===== config.mk =====
export PLATFORM = sky130hd
export DESIGN_NAME = fp_sqrt_seq
export DESIGN_NICKNAME = d
export VERILOG_FILES = /design/src/rtl/fp_sqrt_seq.sv
export SDC_FILE = /design/constraint.sdc
export NUM_CORES = 1
export LEC_CHECK = 0
export CAP_MARGIN = 20
export CORE_MARGIN = 5
export CORE_UTILIZATION = 50
export DETAILED_ROUTE_END_ITERATION = 8
export GPL_TIMING_DRIVEN = 0
export PLACE_DENSITY = 0.75
export SETUP_SLACK_MARGIN = 0.2
export SLEW_MARGIN = 0
export SYNTH_ARGS = -nofsm -noshare
export SYNTH_HDL_FRONTEND = slang
export SYNTH_SLANG_ARGS = --single-unit

===== constraint.sdc =====
create_clock -name clk -period 3.4 [get_ports clk]
set_input_delay 0.68 -clock clk [delete_from_list [all_inputs] [get_ports clk]]
set_output_delay 0.68 -clock clk [all_outputs]
set_load 0.03 [all_outputs]

===== src/rtl/fp_sqrt_seq.sv =====
// Iterative IEEE single-precision square root with round-to-nearest-even.
// One root bit per enabled clock, restoring digit recurrence, ld/done handshake.
module fp_sqrt_seq #(
    parameter int FPWID = 32
) (
    input  logic             clk,
    input  logic             rst_n,
    input  logic             ce,
    input  logic             ld,
    input  logic [FPWID-1:0] a,
    output logic [FPWID-1:0] o,
    output logic             done,
    output logic             busy,
    output logic             nv
);

    typedef enum logic [1:0] {IDLE, SPEC, CALC, ROUND} state_t;

    state_t      state;
    logic [49:0] rad;
    logic [24:0] root;
    logic [26:0] rem;
    logic [4:0]  cnt;
    logic [7:0]  re;

    // Operand classification
    logic        sgn;
    logic [7:0]  ea;
    logic [22:0] fa;
    logic        special;
    logic [31:0] spec_o;
    logic        spec_nv;
    logic [49:0] rad_init;
    logic [8:0]  re_sum;
    logic [7:0]  re_init;

    assign sgn = a[31];
    assign ea  = a[30:23];
    assign fa  = a[22:0];

    always_comb begin
        special = 1'b1;
        spec_o  = 32'h0000_0000;
        spec_nv = 1'b0;
        if (ea == 8'd0) begin
            // Zero and denormals are flushed to a signed zero.
            spec_o = {sgn, 31'b0};
        end else if (ea == 8'hFF && fa != 23'd0) begin
            spec_o  = a | 32'h0040_0000;
            spec_nv = ~fa[22];
        end else if (sgn) begin
            spec_o  = 32'h7FC0_0000;
            spec_nv = 1'b1;
        end else if (ea == 8'hFF) begin
            spec_o = 32'h7F80_0000;
        end else begin
            special = 1'b0;
        end
    end

    // Odd exponents are already even after unbiasing; even ones borrow a factor of two.
    always_comb begin
        if (ea[0]) begin
            rad_init = {1'b0, 1'b1, fa, 25'b0};
            re_sum   = {1'b0, ea} + 9'd127;
        end else begin
            rad_init = {1'b1, fa, 1'b0, 25'b0};
            re_sum   = {1'b0, ea} + 9'd126;
        end
        re_init = re_sum[8:1];
    end

    // One restoring step: bring down two radicand bits and try root digit 1.
    logic [28:0] rem_shift;
    logic [26:0] trial_sub;
    logic        take;
    logic [26:0] trial_diff;

    assign rem_shift  = {rem, rad[49:48]};
    assign trial_sub  = {root, 2'b01};
    assign take       = rem_shift >= {2'b00, trial_sub};
    assign trial_diff = rem_shift[26:0] - trial_sub;

    // Rounding: root[0] is the guard bit, a nonzero remainder is the sticky bit.
    logic        inc;
    logic [30:0] rounded;

    assign inc     = root[0] & ((rem != 27'd0) | root[1]);
    assign rounded = {re, root[23:1]} + {30'd0, inc};

    always_ff @(posedge clk or negedge rst_n) begin
        if (!rst_n) begin
            state <= IDLE;
            rad   <= '0;
            root  <= '0;
            rem   <= '0;
            cnt   <= '0;
            re    <= '0;
            o     <= '0;
            done  <= 1'b0;
            busy  <= 1'b0;
            nv    <= 1'b0;
        end else if (ce) begin
            done <= 1'b0;
            case (state)
                IDLE, SPEC: begin
                    state <= IDLE;
                    if (ld) begin
                        if (special) begin
                            o     <= spec_o;
                            nv    <= spec_nv;
                            done  <= 1'b1;
                            state <= SPEC;
                        end else begin
                            rad   <= rad_init;
                            re    <= re_init;
                            root  <= '0;
                            rem   <= '0;
                            cnt   <= '0;
                            busy  <= 1'b1;
                            state <= CALC;
                        end
                    end
                end
                CALC: begin
                    rad <= {rad[47:0], 2'b00};
                    if (take) begin
                        rem  <= trial_diff;
                        root <= {root[23:0], 1'b1};
                    end else begin
                        rem  <= rem_shift[26:0];
                        root <= {root[23:0], 1'b0};
                    end
                    cnt <= cnt + 5'd1;
                    if (cnt == 5'd24) begin
                        state <= ROUND;
                    end
                end
                ROUND: begin
                    o     <= {1'b0, rounded};
                    nv    <= 1'b0;
                    done  <= 1'b1;
                    busy  <= 1'b0;
                    state <= IDLE;
                end
                default: state <= IDLE;
            endcase
        end
    end

endmodule


==> results.ini, run 1 <==
[run_status]
status=finished clean

[synthesis]
yosys.area_share.simple_pct=18.6
synth_compound_area_share_pct=22.8
ys_seq_elements=127
ys_async_sr_fraction_pct=100
synth_nets=1015
syn_area_um2=8060
yosys-mux-area-fraction_pct=2.99
ys_seq_area_share_pct=39.4
synth_edf_count=0
synth.avg_cell_area_um2=8.53
synthAdderAreaFrac_pct=5.28
synth-warning-count=0
synthFlopType=dfrtp_1
synthXorXnorAreaFrac_pct=6.08
syn_inst=945
synth.distinct_cells=64
synth_top_family_by_area=compound AO/OA/AOI/OAI gates

[drt]
drt_iter0_markers=684
wl_per_cell_um=19.2
first_pass_iters=6
vias_per_cell=6.13
vias=7758
drt-total-wl_um=24300
final_antenna_net_count=0
drc=0

[hold_path]
holdCritPathClass=in2async

[layout]
drive_gt1_share_pct=8.38
antennaDiodeCount=0
post-route-util_pct=62.0
fin_nets=1110
syn_to_final_growth_pct=21.6
stdcell_area_um2=9810
fill_cells=1364
multi_input_area_um2=4590
register_area_um2=3180
final_cells=1266

[critical_path]
cpPeakStageDelay_ns=0.42
crit_path_top_delay_cell=dfrtp_1
critPathArrivalTime_ns=3.44
path_cells=inv_1 -> ha_1 -> clkbuf_1 -> nand4_1 -> nor3_2 -> a41oi_1 -> inv_2 -> a2111oi_4 -> buf_4 -> inv_2 -> nor2_4 -> buf_6 -> a311o_1
cp_max_fo=10
crit_buf_inv=6
end_kind=flop
critPathTopFamily=buffers and inverters
cp_data_required_time_ns=3.71
cp_common_cell=inv_2
path_class=reg2reg
start_kind=flop

[place]
routabilityCongestion=0.934
io_buffers=70
dp.cells=1232
place_area_um2=9060
dp_hpwl_um=17700

[global_routing]
grt_max_degree=100
antenna_found_initial=0
grt_pass1_wl_um=38400
overflow=0
grt_pass1_vias=7342
grt_usage_pct=26.1

[cts]
cts_tree=built
cts_root_buffer=clkbuf_16
ctsHtreeMaxLevel=4
clk_pin_slew_ns=0.05
cts.sink_count=127
holdBufCountCts=0
clkLatencyLatePin_ns=0.43
cts_buffers=17
cts_buffer_depth=2

[power_and_ir_drop]
ir_worst_vdd_uv=789
pwr-share-seq_pct=23.0
p_leak_uw=0.00415
comb_power_share_pct=59.8
total_power_uw=10600
p_sw_uw=5010
pwr_density_cell_nw_per_um2=1080
p_int_uw=5570
sw_frac_of_total_pct=47.4
power_frac_clock_pct=17.2

[die]
dieArea_um2=18800
fp.dieW_um=137
initial_core_util_pct=50.9
num_rows=46
boundaryPins=71
core_um2=15800
die_y_um=137

[timing]
fmax_mhz=319
rsz0062_at_grt=true
fin_crit_ns=3.13
slew_viol_final=0
hold_viol_final=0
post-route-period-util_pct=92.2
skew_ns=0.00805
setup_viol=0
hold_ws_ns=0.123
relSlewSlack_pct=31.5
worst_pin_slew_ns=1.02

[flow_run]
max-cap-violations=0

[timing repair]
item	CTS	global route
buffers inserted	0	4
pin swaps	0	2
gates cloned	0	1
setup endpoints to repair	122	108
gates resized for setup	26	39
[final cells by class]
cell class / instances / share of cell area, %
clock inverters: 7 / 1.15
plain buffers: 57 / 2.84
multi-input cells: 720 / 46.8
flip-flops and latches: 127 / 32.4
inverters: 42 / 1.61
repair buffers: 75 / 7.74
well taps: 216 / 2.76
clock buffers: 22 / 4.73
[per-layer routing]
metal	up-vias	track usage (%)	share of wire, %
li1	3640	-	-
met4	0	9.42	2.6
met2	374	40.9	47
met5	-	0	0
met1	3695	35.5	42
met3	49	6.10	8.4
[cell usage after synthesis (5+ instances only)]
| cell | count | share of area (%) |
|---|---|---|
| a211oi_1 | 5 | 0.47 |
| a21o_1 | 8 | 0.74 |
| a21oi_1 | 68 | 4.2 |
| a22oi_1 | 22 | 2.0 |
| a31oi_1 | 5 | 0.39 |
| and2_1 | 7 | 0.54 |
| and3_1 | 6 | 0.47 |
| buf_1 | 5 | 0.23 |
| clkbuf_1 | 47 | 2.2 |
| dfrtp_1 | 127 | 39 |
| ha_1 | 34 | 5.3 |
| inv_1 | 40 | 1.9 |
| mux2i_1 | 23 | 2.9 |
| nand2_1 | 122 | 5.7 |
| nand2b_1 | 6 | 0.47 |
| nand3_1 | 22 | 1.4 |
| nand4_1 | 37 | 2.9 |
| nor2_1 | 62 | 2.9 |
| nor2b_1 | 6 | 0.47 |
| nor3_1 | 17 | 1.1 |
| nor4_1 | 16 | 1.2 |
| o211ai_1 | 9 | 0.84 |
| o21a_1 | 6 | 0.56 |
| o21ai_0 | 87 | 5.4 |
| o22ai_1 | 25 | 1.9 |
| o311ai_1 | 14 | 1.5 |
| o31ai_1 | 11 | 1.0 |
| xnor2_1 | 37 | 4.0 |
| xor2_1 | 19 | 2.1 |
[kinds of logic (layout without fill, tap and decap cells)]
family / Yosys count / count (layout)
simple gates: 316 / 316
compound gates: 289 / 290
flops: 127 / 127
buf+inv: 99 / 203
xor+xnor: 56 / 56
fa+ha+maj: 34 / 34
mux: 24 / 24
[flip-flops by register name (all words and copies together), names as in the netlist]
signal and count:
o 32, rem 27, rad 25, root 25, re 8, cnt 5, state 2, busy 1
done 1, nv 1
[final timing paths]
check / startpoint / endpoint / slack [ns] / depth (start not counted)
worst max-delay path: root[19] / rem[19] / 0.27 / 13
worst min-delay path: rst_n / o[27] / 0.12 / 1
worst max register to register: root[19] / rem[19] / 0.27 / 13
max in group asynchronous: rst_n / o[9] / 2.50 / 2
min in group clk: o[11] / o[11] / 0.47 / 2
worst min register to register: o[11] / o[11] / 0.47 / 2
[cell usage in the layout, fill, tap and decap left out, types with 8 or more instances in the layout]
cell	Yosys	layout
o311ai_1	14	14
o22ai_1	25	25
ha_1	34	34
clkdlybuf4s50_1	0	69
o31ai_1	11	10
o211ai_1	9	9
a22oi_1	22	22
a21oi_1	68	68
clkbuf_16	0	17
nand3_1	22	22
nor3_1	17	16
xor2_1	19	19
nand4_1	37	37
nor4_1	16	16
nand2_1	122	122
clkbuf_1	47	23
o21ai_0	87	87
mux2i_1	23	23
inv_1	40	40
dfrtp_1	127	127
clkbuf_2	1	20
nor2_1	62	62
xnor2_1	37	37
a21o_1	8	8
[through the flow]
stage | setup TNS, ns | setup WS (ns)
finish | 0 | 0.267
global route | 0 | 0.104
CTS | 0 | 0.222
detailed placement | -85.63 | -0.964
global placement | -511.96 | -3.41
floorplan | 0 | 0.524
[worst register-to-register path, delay by kind of cell, from the launching register on]
family	cells	cell delay (ns)
and+or+nand+nor	3	0.66
AOI/OAI and AO/OA	3	0.65
DFF	1	0.42
adders and majority gates	1	0.29
buffers and inverters	6	0.99
[power by group through the flow]
stage | clock (µW) | sequential (µW) | combinational (µW)
after floorplan | 0 | 2470 | 4250
after CTS | 1830 | 2420 | 6020
after global routing | 1890 | 2490 | 6870
after global placement | 0 | 2420 | 5860
after detailed placement | 0 | 2430 | 5930
final | 1820 | 2430 | 6320
(Power assumes the default switching activity.)
==> run 2, diff against run 1 <==
--- a/config.mk
+++ b/config.mk
@@ -5,12 +5,13 @@
 export SDC_FILE = /design/constraint.sdc
 export NUM_CORES = 1
 export LEC_CHECK = 0
+export ABC_AREA = 1
 export CAP_MARGIN = 20
 export CORE_MARGIN = 5
 export CORE_UTILIZATION = 50
 export DETAILED_ROUTE_END_ITERATION = 8
 export GPL_TIMING_DRIVEN = 0
-export PLACE_DENSITY = 0.75
+export PLACE_DENSITY = 0.74
 export SETUP_SLACK_MARGIN = 0.2
 export SLEW_MARGIN = 0
 export SYNTH_ARGS = -nofsm -noshare
==> results.ini, run 2 <==
[run_status]
status=finished clean

[drt]
drc=0
final_antenna_net_count=0
first_pass_iters=5
vias=9481
wl_per_cell_um=15.8
vias_per_cell=5.37
drt_iter0_markers=848
drt-total-wl_um=27900

[power_and_ir_drop]
ir_worst_vdd_uv=1020
p_leak_uw=0.00569
total_power_uw=10800
pwr_density_cell_nw_per_um2=998

[cts]
holdBufCountCts=0
clk_pin_slew_ns=0.07
clkLatencyLatePin_ns=0.43
cts_buffer_depth=2
cts_root_buffer=clkbuf_16
ctsHtreeMaxLevel=4
cts_tree=built
cts_buffers=17
postCtsSetupBuffers=0
cts.sink_count=127

[synthesis]
ys_async_sr_fraction_pct=100
synth.avg_cell_area_um2=6.43
ys_seq_area_share_pct=34.5
yosys-top-cells-area=dfrtp_1 34%, nand2_1 22%, inv_1 8.8%
synth-warning-count=0
synth_edf_count=0
synth_common_cells=542 x nand2_1, 216 x inv_1, 127 x dfrtp_1
yosysTopAreaCell=dfrtp_1
syn_inst=1433
synth_nets=1503
synth.distinct_cells=38
synthFlopType=dfrtp_1
yosysMostFrequentCell=nand2_1
ys_seq_elements=127
synth_top_area_share_pct=34.5
syn_area_um2=9220

[critical_path]
path_cells=clkdlybuf4s50_1 -> clkbuf_2 -> inv_2 -> ha_1 -> inv_1 -> nor2_1 -> nand3_2 -> nand3_2 -> nand2_2 -> nand2_2 -> inv_1 -> buf_2 -> nand2_1 -> o21ai_1
critPathArrivalTime_ns=3.22
cp_max_fo=18
start_kind=primary input
path_class=in2reg
cp_data_required_time_ns=3.75
end_kind=flop
crit_path_top_delay_cell=clkdlybuf4s50_1
cpPeakStageDelay_ns=0.48

[place]
io_buffers=70
dp_hpwl_um=22200
place_area_um2=10200
routabilityCongestion=0.981

[timing]
fin_crit_ns=2.87
post-route-period-util_pct=84.4
relSlewSlack_pct=51.0
rsz0062_at_grt=false
hold_viol_final=0
fmax_mhz=348
slew_viol_final=0
worst_pin_slew_ns=0.735
skew_ns=0.00832
tns_ns=0
setup_viol=0

[layout]
syn_to_final_growth_pct=17.7
regMostFlops=o
drive_gt1_share_pct=4.76
final_common_cell=nand2_1
biggestRegsByFlops=o x32, rem x27
stdcell_area_um2=10900
final_cell_mix=542 x nand2_1, 216 x inv_1, 127 x dfrtp_1
largest_reg_flops=32
antennaDiodeCount=0
fill_cells=1770
register_area_um2=3180
fin_nets=1592
multi_input_area_um2=5000

[flow_run]
max-cap-violations=0

[die]
core_um2=18100
initial_core_util_pct=51.0
fp.dieW_um=146
num_rows=49
dieArea_um2=21200
boundaryPins=71
die_y_um=146

[global_routing]
grt_usage_pct=26.4
overflow=0
grt_max_degree=89
grt_pass1_vias=8941
antenna_found_initial=0
grt_pass1_wl_um=45500

[hold_path]
holdCritPathClass=in2async

-- run 2: cell types whose count changed after synthesis, sizes merged, moves of 23 or more --
| cell | previous run | this run |
|---|---|---|
| nand2 | 122 | 545 |
| inv | 42 | 222 |
| clkbuf | 48 | 21 |
| mux2i | 23 | 0 |
| nand3 | 22 | 102 |
| a21oi | 68 | 22 |
| nor2 | 63 | 94 |
-- run 2: power by group --
part | internal [µW] | leakage [µW] | switching [µW]
clock | 1120 | 0.000298 | 802
sequential | 1920 | 0.00168 | 311
combinational | 2250 | 0.00372 | 4430
-- run 2: worst paths after layout --
path                       slack, ns  endpoint  cells past startpoint      from
hold / removal                  0.14     o[14]                      1     rst_n
min in group clk                0.48     o[17]                      2     o[17]
setup reg to reg                0.59   rem[23]                     11  root[19]
max in group asynchronous       2.50   rad[27]                      2     rst_n
hold reg to reg                 0.48     o[17]                      2     o[17]
setup / recovery                0.53   rad[49]                     14     a[23]
-- run 2: cell type report --
class | instances | area share [%]
inverter | 223 | 7.74
buffer | 41 | 1.81
clock buffer | 17 | 3.92
multi-input combinational | 1041 | 46.1
tap | 229 | 2.64
sequential | 127 | 29.3
timing repair buffer | 71 | 6.72
clock inverter | 15 | 1.76
-- run 2: worst max-delay path, delay by kind of cell --
| kind | cells | cell delay, ns |
|---|---|---|
| adder cells (fa/ha/maj) | 1 | 0.27 |
| AND/OR/NAND/NOR | 6 | 0.65 |
| buffers and inverters | 6 | 1.50 |
| AO/OA/AOI/OAI | 1 | 0.10 |
-- run 2: per-layer routing --
metal	global-route usage [%]	share of wire [%]	wire length (µm)
met1	36.5	46	12800
met2	41.4	45	12500
met3	4.24	6.0	1680
met4	10.5	3.6	1000
met5	0	0	0
-- run 2: what timing repair did --
item / in CTS / in global routing
endpoints found under the hold margin: 0 / 0
endpoints found under the setup margin: 65 / 123
cloned: 0 / 0
resized for setup: 2 / 3
-- run 2: cell families after synthesis --
family,share of synthesized area (%)
buffers and inverters,11.2
XOR/XNOR,3.04
adder cells (fa/ha/maj),4.62
AND/OR/NAND/NOR,35.7
flip-flops,34.5
AO/OA/AOI/OAI,10.9
-- run 2: per-stage QoR --
| stage | util [%] | hold slack (ns) | instances | worst slack [ns] |
|---|---|---|---|---|
| after floorplan | - | 0.384 | 1433 | 0.826 |
| after global placement | 56.4 | 0.464 | 1732 | -3.30 |
| after detailed placement | 56.6 | 0.466 | 1733 | -0.445 |
| after CTS | 60.0 | 0.159 | 1765 | 0.203 |
| after global routing | 60.0 | 0.175 | 1764 | 0.289 |
| final | 60.0 | 0.144 | 1764 | 0.530 |
==> run 3, diff against run 2 <==
--- a/config.mk
+++ b/config.mk
@@ -11,7 +11,7 @@
 export CORE_UTILIZATION = 50
 export DETAILED_ROUTE_END_ITERATION = 8
 export GPL_TIMING_DRIVEN = 0
-export PLACE_DENSITY = 0.74
+export PLACE_DENSITY = 0.77
 export SETUP_SLACK_MARGIN = 0.2
 export SLEW_MARGIN = 0
 export SYNTH_ARGS = -nofsm -noshare
==> constraint.sdc (replaced) <==
create_clock -name clk -period 2.5 [get_ports clk]
set_input_delay 0.5 -clock clk [delete_from_list [all_inputs] [get_ports clk]]
set_output_delay 0.5 -clock clk [all_outputs]
set_load 0.03 [all_outputs]
==> results.ini, run 3 (synthesis gave the netlist of run 2 again) <==
[power_and_ir_drop]
ir_worst_vdd_uv=1000
sw_frac_of_total_pct=50.4
comb_power_share_pct=65.1
power_frac_clock_pct=15.3
p_int_uw=7790
p_sw_uw=7930
total_power_uw=15700
p_leak_uw=0.00585
pwr_density_cell_nw_per_um2=1370
pwr-share-seq_pct=19.6

[layout]
post-route-util_pct=63.3
drive_gt1_share_pct=9.86
fin_nets=1611
final_cells=1781
largest_reg_flops=32
biggestRegsByFlops=o x32, rem x27
regMostFlops=o
antennaDiodeCount=0
final_common_cell=nand2_1
stdcell_area_um2=11400
final_cell_mix=533 x nand2_1, 200 x inv_1, 126 x dfrtp_1
syn_to_final_growth_pct=24.1

[cts]
clk_pin_slew_ns=0.06
cts_buffer_depth=2
ctsHtreeMaxLevel=4
cts_buffers=17
cts_tree=built
cts.sink_count=127
clkLatencyLatePin_ns=0.43
cts_root_buffer=clkbuf_16

[critical_path]
end_kind=flop
start_kind=flop
path_class=reg2reg
cp_max_fo=10
cp_data_required_time_ns=2.81
critPathArrivalTime_ns=2.57

[die]
core_um2=18100
dieArea_um2=21200
boundaryPins=71
num_rows=49
initial_core_util_pct=51.0
die_y_um=146
fp.dieW_um=146

[global_routing]
grt_pass1_wl_um=46800
grt_pass1_vias=9104
grt_max_degree=91
grt_usage_pct=27.3
overflow=0
antenna_found_initial=0

[timing]
skew_ns=0.0111
worst_pin_slew_ns=0.657
hold_viol_final=0
rsz0062_at_grt=true
slew_viol_final=0
setup_viol=0
fmax_mhz=442
relSlewSlack_pct=55.9
fin_crit_ns=2.26
post-route-period-util_pct=90.5

[drt]
drt_iter0_markers=941
final_antenna_net_count=0
vias_per_cell=5.46
drc=0
vias=9732
first_pass_iters=6
wl_per_cell_um=16.5
drt-total-wl_um=29500

[hold_path]
holdCritPathClass=reg2reg

[flow_run]
max-cap-violations=0

[run_status]
status=finished clean

[place]
dp.cells=1733
place_area_um2=10200
routabilityCongestion=1.01
io_buffers=70
dp_hpwl_um=22200

## run 3: changes by cell type in the layout (fill, tap and decap cells not counted), sizes merged, moves of 2 or more
cell      delta
inv         -10
buf         +16
clkinvlp     +2
clkinv       +4
clkbuf       +4
## run 3: worst max-delay path: stages (launching register included)
cell and delay, ns:
dfrtp_1 0.39, inv_1 0.32, ha_4 0.28, nand2_1 0.21, nor2_1 0.07, nand2_1 0.07
nor2_1 0.06, a21oi_4 0.20, clkbuf_4 0.24, nand3_1 0.12, nand3_1 0.11, nand2_1 0.07
## run 3: what timing repair did
item / 4_1_cts / 5_1_grt
endpoints found under the hold margin: 37 / 0
buffers inserted: 10 / 7
gates resized for setup: 75 / 52
endpoints found under the setup margin: 126 / 125
pin swaps: 7 / 4
hold buffers: 1 / 0
## run 3: metrics by stage
stage,setup TNS (ns),worst slack (ns),hold WS (ns)
after floorplan,0,0.143,0.204
after global placement,-598.51,-3.97,0.463
after detailed placement,-98.62,-0.969,0.424
after CTS,0,0.212,0.484
after global routing,0,0.103,0.496
final,0,0.237,0.482
## run 3: final timing paths
kind | from | to | slack (ns) | depth (start not counted)
worst max-delay path | root[23] | rem[12] | 0.24 | 11
worst min-delay path | rad[28] | rad[28] | 0.48 | 2
worst max register to register | root[23] | rem[12] | 0.24 | 11
worst min register to register | rad[28] | rad[28] | 0.48 | 2
max in group asynchronous | rst_n | root[21] | 1.18 | 3
min in group asynchronous | rst_n | o[12] | 0.54 | 2
## run 3: area by class of cell
class | instances | area, µm²
buffer | 42 | 314
clock buffer | 19 | 443
clock inverter | 11 | 119
fill | 1634 | 6650
inverter | 223 | 848
multi-input combinational | 1041 | 5380
sequential | 127 | 3180
tap | 229 | 287
timing repair buffer | 89 | 870
## run 3: power by group through the flow
stage	combinational, µW	sequential [µW]	clock [µW]
floorplan	6470	3140	0
global placement	8870	3040	0
detailed placement	8970	3050	0
CTS	9580	3030	2420
global route	11400	3150	2520
finish	10200	3080	2410
## run 3: routing by layer
metal / part of all wire [%] / GRT usage [%] / wire length [µm] / vias up
met3: 6.8 / 4.08 / 2000 / 79
met4: 4.5 / 12.8 / 1330 / 0
li1: - / - / - / 4767
met5: 0 / 0 / 0 / -
met2: 45 / 42.6 / 13200 / 395
met1: 44 / 37.5 / 12900 / 4491
